[src/rtl/axi_sram_read_slave.sv]
// AXI4 read-only slave serving bursts from a single-port SRAM with one cycle of read latency.
// Optional macro SRAM_RD_SLVERR_EN: non-INCR or non-32-bit requests return SLVERR beats with no SRAM access.
`ifndef AXI_IDS_BITS
`define AXI_IDS_BITS 8
`endif
`ifndef AXI_ADDR_BITS
`define AXI_ADDR_BITS 32
`endif
`ifndef AXI_LEN_BITS
`define AXI_LEN_BITS 4
`endif
`ifndef AXI_SIZE_BITS
`define AXI_SIZE_BITS 3
`endif
`ifndef AXI_DATA_BITS
`define AXI_DATA_BITS 32
`endif

module axi_sram_read_slave #(
    parameter int unsigned SRAM_ADDR_BITS = 14
) (
    input  logic                      ACLK,
    input  logic                      ARESETn,
    input  logic [`AXI_IDS_BITS-1:0]  ARID_S,
    input  logic [`AXI_ADDR_BITS-1:0] ARADDR_S,
    input  logic [`AXI_LEN_BITS-1:0]  ARLEN_S,
    input  logic [`AXI_SIZE_BITS-1:0] ARSIZE_S,
    input  logic [1:0]                ARBURST_S,
    input  logic                      ARVALID_S,
    output logic                      ARREADY_S,
    output logic [`AXI_IDS_BITS-1:0]  RID_S,
    output logic [`AXI_DATA_BITS-1:0] RDATA_S,
    output logic [1:0]                RRESP_S,
    output logic                      RLAST_S,
    output logic                      RVALID_S,
    input  logic                      RREADY_S,
    output logic                      SRAM_CEB,
    output logic [SRAM_ADDR_BITS-1:0] SRAM_A,
    input  logic [31:0]               SRAM_DO
);

    localparam int unsigned IDW   = `AXI_IDS_BITS;
    localparam int unsigned AW    = `AXI_ADDR_BITS;
    localparam int unsigned LENW  = `AXI_LEN_BITS;
    localparam int unsigned SIZEW = `AXI_SIZE_BITS;
    localparam int unsigned DW    = `AXI_DATA_BITS;

    typedef enum logic [1:0] {IDLE, RD_REQ, RD_WAIT, RESP} state_e;

    state_e                    state_q;
    logic                      arready_q;
    logic                      rvalid_q;
    logic                      rlast_q;
    logic [IDW-1:0]            rid_q;
    logic [DW-1:0]             rdata_q;
    logic [1:0]                rresp_q;
    logic                      ceb_q;
    logic [SRAM_ADDR_BITS-1:0] sram_a_q;
    logic [IDW-1:0]            id_q;
    logic [LENW-1:0]           len_q;
    logic [LENW-1:0]           beat_q;
    logic                      err_q;

    logic ar_hs_c;
    logic ar_err_c;
    logic unused_ok;

    assign ar_hs_c = ARVALID_S & arready_q;

`ifdef SRAM_RD_SLVERR_EN
    assign ar_err_c = (ARBURST_S != 2'b01) || (ARSIZE_S != SIZEW'(3'b010));
`else
    assign ar_err_c = 1'b0;
`endif

    // Byte lane bits, out-of-SRAM address bits and burst attributes play no part in addressing.
    assign unused_ok = ^{ARADDR_S[1:0], ARADDR_S[AW-1:SRAM_ADDR_BITS+2], ARSIZE_S, ARBURST_S};

    always_ff @(posedge ACLK or negedge ARESETn) begin
        if (!ARESETn) begin
            state_q   <= IDLE;
            arready_q <= 1'b0;
            rvalid_q  <= 1'b0;
            rlast_q   <= 1'b0;
            rid_q     <= '0;
            rdata_q   <= '0;
            rresp_q   <= 2'b00;
            ceb_q     <= 1'b1;
            sram_a_q  <= '0;
            id_q      <= '0;
            len_q     <= '0;
            beat_q    <= '0;
            err_q     <= 1'b0;
        end else begin
            case (state_q)
                IDLE: begin
                    arready_q <= 1'b1;
                    if (ar_hs_c) begin
                        arready_q <= 1'b0;
                        id_q      <= ARID_S;
                        len_q     <= ARLEN_S;
                        beat_q    <= '0;
                        err_q     <= ar_err_c;
                        sram_a_q  <= ARADDR_S[SRAM_ADDR_BITS+1:2];
                        ceb_q     <= ar_err_c;
                        state_q   <= RD_REQ;
                    end
                end
                RD_REQ: begin
                    ceb_q   <= 1'b1;
                    state_q <= RD_WAIT;
                end
                RD_WAIT: begin
                    // SRAM_DO is valid during this cycle, one cycle after the enabled edge.
                    rvalid_q <= 1'b1;
                    rid_q    <= id_q;
                    rdata_q  <= err_q ? '0 : DW'(SRAM_DO);
                    rresp_q  <= err_q ? 2'b10 : 2'b00;
                    rlast_q  <= (beat_q == len_q);
                    state_q  <= RESP;
                end
                RESP: begin
                    if (RREADY_S) begin
                        rvalid_q <= 1'b0;
                        rid_q    <= '0;
                        rdata_q  <= '0;
                        rresp_q  <= 2'b00;
                        rlast_q  <= 1'b0;
                        if (rlast_q) begin
                            arready_q <= 1'b1;
                            state_q   <= IDLE;
                        end else begin
                            beat_q   <= beat_q + LENW'(1);
                            sram_a_q <= sram_a_q + SRAM_ADDR_BITS'(1);
                            ceb_q    <= err_q;
                            state_q  <= RD_REQ;
                        end
                    end
                end
                default: state_q <= IDLE;
            endcase
        end
    end

    assign ARREADY_S = arready_q;
    assign RVALID_S  = rvalid_q;
    assign RLAST_S   = rlast_q;
    assign RID_S     = rid_q;
    assign RDATA_S   = rdata_q;
    assign RRESP_S   = rresp_q;
    assign SRAM_CEB  = ceb_q;
    assign SRAM_A    = sram_a_q;

endmodule

[config.mk]
export PLATFORM = sky130hd
export DESIGN_NAME = axi_sram_read_slave
export DESIGN_NICKNAME = d
export VERILOG_FILES = /design/src/rtl/axi_sram_read_slave.sv
export SDC_FILE = /design/constraint.sdc
export NUM_CORES = 1
export LEC_CHECK = 0
export CAP_MARGIN = 15
export CORE_MARGIN = 8
export CORE_UTILIZATION = 25
export CTS_BUF_LIST = sky130_fd_sc_hd__clkbuf_8 sky130_fd_sc_hd__clkbuf_16
export CTS_CLUSTER_SIZE = 25
export DETAILED_ROUTE_END_ITERATION = 8
export GPL_TIMING_DRIVEN = 1
export PLACE_DENSITY = 0.5
export SYNTH_ARGS = -nofsm -noshare
export SYNTH_HDL_FRONTEND = slang
export SYNTH_SLANG_ARGS = --single-unit
[constraint.sdc]
create_clock -name ACLK -period 2.5 [get_ports ACLK]
set_input_delay 0.5 -clock ACLK [delete_from_list [all_inputs] [get_ports ACLK]]
set_output_delay 0.5 -clock ACLK [all_outputs]
set_load 0.005 [all_outputs]
==> run_summary.xml, run 1 <==
<?xml version="1.0" encoding="UTF-8"?>
<metrics>
  <group name="logic_synthesis">
    <metric name="synthCells" unit="">368</metric>
    <metric name="synth_area" unit="sq mm">0.00366</metric>
    <metric name="synth.avg_cell_area" unit="sq um">9.94</metric>
    <metric name="synth.yosys.seq_area_share" unit="%">52.0</metric>
    <metric name="yosys.cell_count.top_type" unit="">sky130_fd_sc_hd__nand2_1</metric>
    <metric name="netlist_top_cells_area" unit="">sky130_fd_sc_hd__dfrtp_1 51%, sky130_fd_sc_hd__nand2_1 10%, sky130_fd_sc_hd__nand3b_1 8.2%</metric>
    <metric name="synth-warning-count" unit="">0</metric>
    <metric name="post_synth_num_cell_types" unit="">48</metric>
    <metric name="post-synth-top-area-cell" unit="">sky130_fd_sc_hd__dfrtp_1</metric>
    <metric name="yosys_most_used_dff" unit="">sky130_fd_sc_hd__dfrtp_1</metric>
    <metric name="synth_top_area_share" unit="%">51.3</metric>
    <metric name="postSynth.asyncResetShare" unit="%">100</metric>
    <metric name="synth.cells.most_frequent" unit="">98 x sky130_fd_sc_hd__nand2_1, 75 x sky130_fd_sc_hd__dfrtp_1, 40 x sky130_fd_sc_hd__nand3b_1, 15 x sky130_fd_sc_hd__nand3_1, 13 x sky130_fd_sc_hd__mux2_2</metric>
    <metric name="synth-edff-count" unit="">0</metric>
    <metric name="postSynthRegisterBits" unit="">76</metric>
  </group>
  <group name="clock_tree">
    <metric name="cts_resized" unit="">0</metric>
    <metric name="tritoncts.num_buffers" unit="">9</metric>
    <metric name="cts_setup_buffers" unit="">0</metric>
    <metric name="cts.path.max_buffers" unit="">2</metric>
    <metric name="cts_hold_buffers" unit="">0</metric>
    <metric name="cts_num_sinks" unit="">76</metric>
    <metric name="tritoncts_clock_tree" unit="">done</metric>
    <metric name="cts_max_level" unit="">3</metric>
    <metric name="clk_latency" unit="ps">340</metric>
    <metric name="root_buffer" unit="">sky130_fd_sc_hd__clkbuf_16</metric>
    <metric name="clk_pin_slew_worst_paths" unit="ps">60</metric>
  </group>
  <group name="worst_setup_path">
    <metric name="worst_r2r_startpoint" unit="">state_q[0]$_DFFE_PN0P_</metric>
    <metric name="setup.reg_to_reg.worst_slack" unit="ps">250</metric>
    <metric name="crit_path_end_kind" unit="">flop</metric>
    <metric name="cp_max_fo" unit="">17</metric>
    <metric name="peak_per_stage_delay_on_the_critical_path" unit="ps">520</metric>
    <metric name="worstPathCellList" unit="">inv_1 -&gt; ha_1 -&gt; nand3_1 -&gt; a22o_4 -&gt; or4b_1 -&gt; nand3_1</metric>
    <metric name="critical_path.reg2reg.endpoint" unit="">beat_q[3]$_DFFE_PN0P_</metric>
    <metric name="worstSetupPathType" unit="">reg -&gt; reg</metric>
    <metric name="startpoint_type" unit="">flop</metric>
    <metric name="req_time_crit_path" unit="ps">2770</metric>
    <metric name="r2r.worst_path.cells" unit="">6</metric>
    <metric name="timing.critical_path.arrival" unit="ps">2530</metric>
    <metric name="cpMaxStageDelayCell" unit="">sky130_fd_sc_hd__or4b_1</metric>
    <metric name="critPathMostFrequentCell" unit="">sky130_fd_sc_hd__nand3_1</metric>
  </group>
  <group name="placement">
    <metric name="dp_cells" unit="">656</metric>
    <metric name="gp_congestion" unit="">0.810</metric>
    <metric name="dp.final_hpwl" unit="um">7490</metric>
    <metric name="dpl_cell_area" unit="sq mm">0.00509</metric>
    <metric name="post-place-ws" unit="ps">165</metric>
    <metric name="numPortBuffers" unit="">119</metric>
  </group>
  <group name="route">
    <metric name="post_drt_via_cell_ratio" unit="">4.71</metric>
    <metric name="detail_route.first_pass.iterations" unit="">6</metric>
    <metric name="routed_wire_length_per_instance" unit="um">16.0</metric>
    <metric name="route.detailed.drc" unit="">0</metric>
    <metric name="drt-initial-drc-count" unit="">169</metric>
    <metric name="total_number_of_vias" unit="">3162</metric>
    <metric name="drt-total-wl" unit="um">10800</metric>
    <metric name="antenna_violating_nets_post_route" unit="">0</metric>
  </group>
  <group name="cells_and_area">
    <metric name="fraction_of_final_layout_cells_with_drive_strength_greater_than_1" unit="%">9.63</metric>
    <metric name="final_cell_count_no_fill" unit="">672</metric>
    <metric name="synthToLayoutAreaGrowth" unit="%">47.7</metric>
    <metric name="post-route-util" unit="%">37.5</metric>
    <metric name="finish.net_count" unit="">575</metric>
    <metric name="antennaDiodeCount" unit="">0</metric>
    <metric name="design_area" unit="sq mm">0.00540</metric>
  </group>
  <group name="pwr">
    <metric name="post-layout-total-power" unit="mW">6.59</metric>
    <metric name="powerDensity" unit="mW/mm^2">1220</metric>
    <metric name="vdd_drop_max" unit="mV">0.410</metric>
    <metric name="power.static_leakage" unit="nW">2.33</metric>
  </group>
  <group name="timing">
    <metric name="layout_worst_path_cycle_share" unit="%">90.2</metric>
    <metric name="setup_viol" unit="">0</metric>
    <metric name="min_period" unit="ps">2250</metric>
    <metric name="final-hold-violation-count" unit="">0</metric>
    <metric name="slew_viol_final" unit="">0</metric>
    <metric name="max_freq" unit="MHz">444</metric>
    <metric name="clock_skew" unit="ps">6.70</metric>
    <metric name="timing.max_slew.rel_slack" unit="%">57.0</metric>
    <metric name="whs" unit="ps">191</metric>
    <metric name="rsz0062_at_grt" unit="">false</metric>
    <metric name="setup_tns" unit="ps">0</metric>
    <metric name="worstMarginPinSlew" unit="ps">645</metric>
    <metric name="timing.final.ws_setup" unit="ps">246</metric>
  </group>
  <group name="floorplan">
    <metric name="floorplan.die.width" unit="um">137</metric>
    <metric name="fp.dieArea" unit="sq mm">0.0188</metric>
    <metric name="number_of_top_level_design_ports" unit="">145</metric>
    <metric name="core_region_area" unit="sq mm">0.0144</metric>
    <metric name="initial_core_util" unit="%">25.4</metric>
    <metric name="std_cell_rows" unit="">44</metric>
    <metric name="dieHeight" unit="um">137</metric>
  </group>
  <group name="run">
    <metric name="max-cap-violations" unit="">0</metric>
  </group>
  <group name="global_routing">
    <metric name="grt_use_met2" unit="%">17.1</metric>
    <metric name="grt.met1_usage" unit="%">15.5</metric>
    <metric name="grt_use_total" unit="%">11.7</metric>
    <metric name="first_global_vias" unit="">3186</metric>
    <metric name="gr-total-overflow" unit="">0</metric>
    <metric name="grt_start_max_net_pins" unit="">85</metric>
    <metric name="first_pass_grt_wire_length" unit="um">17200</metric>
    <metric name="grt_antenna_before_repair" unit="">0</metric>
    <metric name="gr-max-usage-layer" unit="">met2</metric>
    <metric name="use_met3" unit="%">4.41</metric>
  </group>
  <group name="hold_path">
    <metric name="hold_path.class" unit="">in -&gt; async</metric>
  </group>
  <group name="outcome">
    <metric name="outcome" unit="">completed</metric>
  </group>
</metrics>
[logic make-up after synthesis]
logic type	count (synthesis)	synth area share, %
AO/OA/AOI/OAI	44	9.10
XOR/XNOR	4	0.958
adder cells (fa/ha/maj)	7	2.39
buffers and inverters	32	3.80
flip-flops	76	52.0
multiplexers	17	5.10
other	1	0.103
AND/OR/NAND/NOR	187	26.5
[layout by cell type (no fill, tap or decap), types with 4 or more instances in the layout]
master                              n
sky130_fd_sc_hd__clkdlybuf4s50_1  118
sky130_fd_sc_hd__nand2_1           98
sky130_fd_sc_hd__dfrtp_1           75
sky130_fd_sc_hd__nand3b_1          40
sky130_fd_sc_hd__nand3_1           15
sky130_fd_sc_hd__mux2_2            13
sky130_fd_sc_hd__o21ai_0            9
sky130_fd_sc_hd__clkbuf_16          9
sky130_fd_sc_hd__inv_1              7
sky130_fd_sc_hd__nor2_1             7
sky130_fd_sc_hd__buf_4              7
sky130_fd_sc_hd__nor3_1             6
sky130_fd_sc_hd__ha_1               5
sky130_fd_sc_hd__a22oi_1            4
sky130_fd_sc_hd__nand4b_1           4
[routing by layer]
layer | vias to the layer above | share of wire, %
met5 | - | 0
met4 | 0 | 1.2
met3 | 15 | 9.3
met2 | 110 | 42
met1 | 1523 | 48
li1 | 1514 | -
[layout make-up]
cell class	count	area [sq um]
clock buffer	11	253
clock inverter	5	60.1
fill	1462	9020
inverter	7	26.3
multi-input combinational	261	1640
sequential	76	1900
tap	184	230
timing repair buffer	128	1290
[worst max path at each step]
stage | start | endpoint | depth (start not counted)
3_3_place_gp | ARVALID_S | beat_q[3]$_DFFE_PN0P_ | 5
6_report | state_q[0]$_DFFE_PN0P_ | beat_q[3]$_DFFE_PN0P_ | 6
5_1_grt | state_q[0]$_DFFE_PN0P_ | SRAM_A[4]$_DFFE_PN0P_ | 6
3_5_place_dp | ARVALID_S | SRAM_A[4]$_DFFE_PN0P_ | 5
2_1_floorplan | state_q[0]$_DFFE_PN0P_ | SRAM_CEB$_DFFE_PN1P_ | 7
4_1_cts | state_q[1]$_DFFE_PN0P_ | beat_q[3]$_DFFE_PN0P_ | 6
[worst max-delay path, delay by kind of cell (launching register included)]
family	cells	cell delay, ps
adders and majority gates	1	320
buffers and inverters	1	130
DFF	1	430
AOI/OAI and AO/OA	1	390
and+or+nand+nor	3	920
[sequential cells by signal (all words and copies together), names as in the netlist]
| name | cells |
|---|---|
| SRAM_CEB | 1 |
| RLAST_S | 1 |
| len_q | 4 |
| RDATA_S | 32 |
| ARREADY_S | 1 |
| SRAM_A | 14 |
| RVALID_S | 1 |
| id_q | 8 |
| RID_S | 8 |
| beat_q | 4 |
| state_q | 2 |
[where the power goes]
part,switching (mW),internal (mW)
Sequential,0.461,1.79
Clock,0.523,0.829
Combinational,1.38,1.60
No activity file was read; power rests on OpenSTA's default activity.
==> run 2: changes to the inputs <==
GPL_ROUTABILITY_DRIVEN = 0   (was default)
==> results of run 2 <==
Final layout, timing and power as in run 1 (identical DEF).
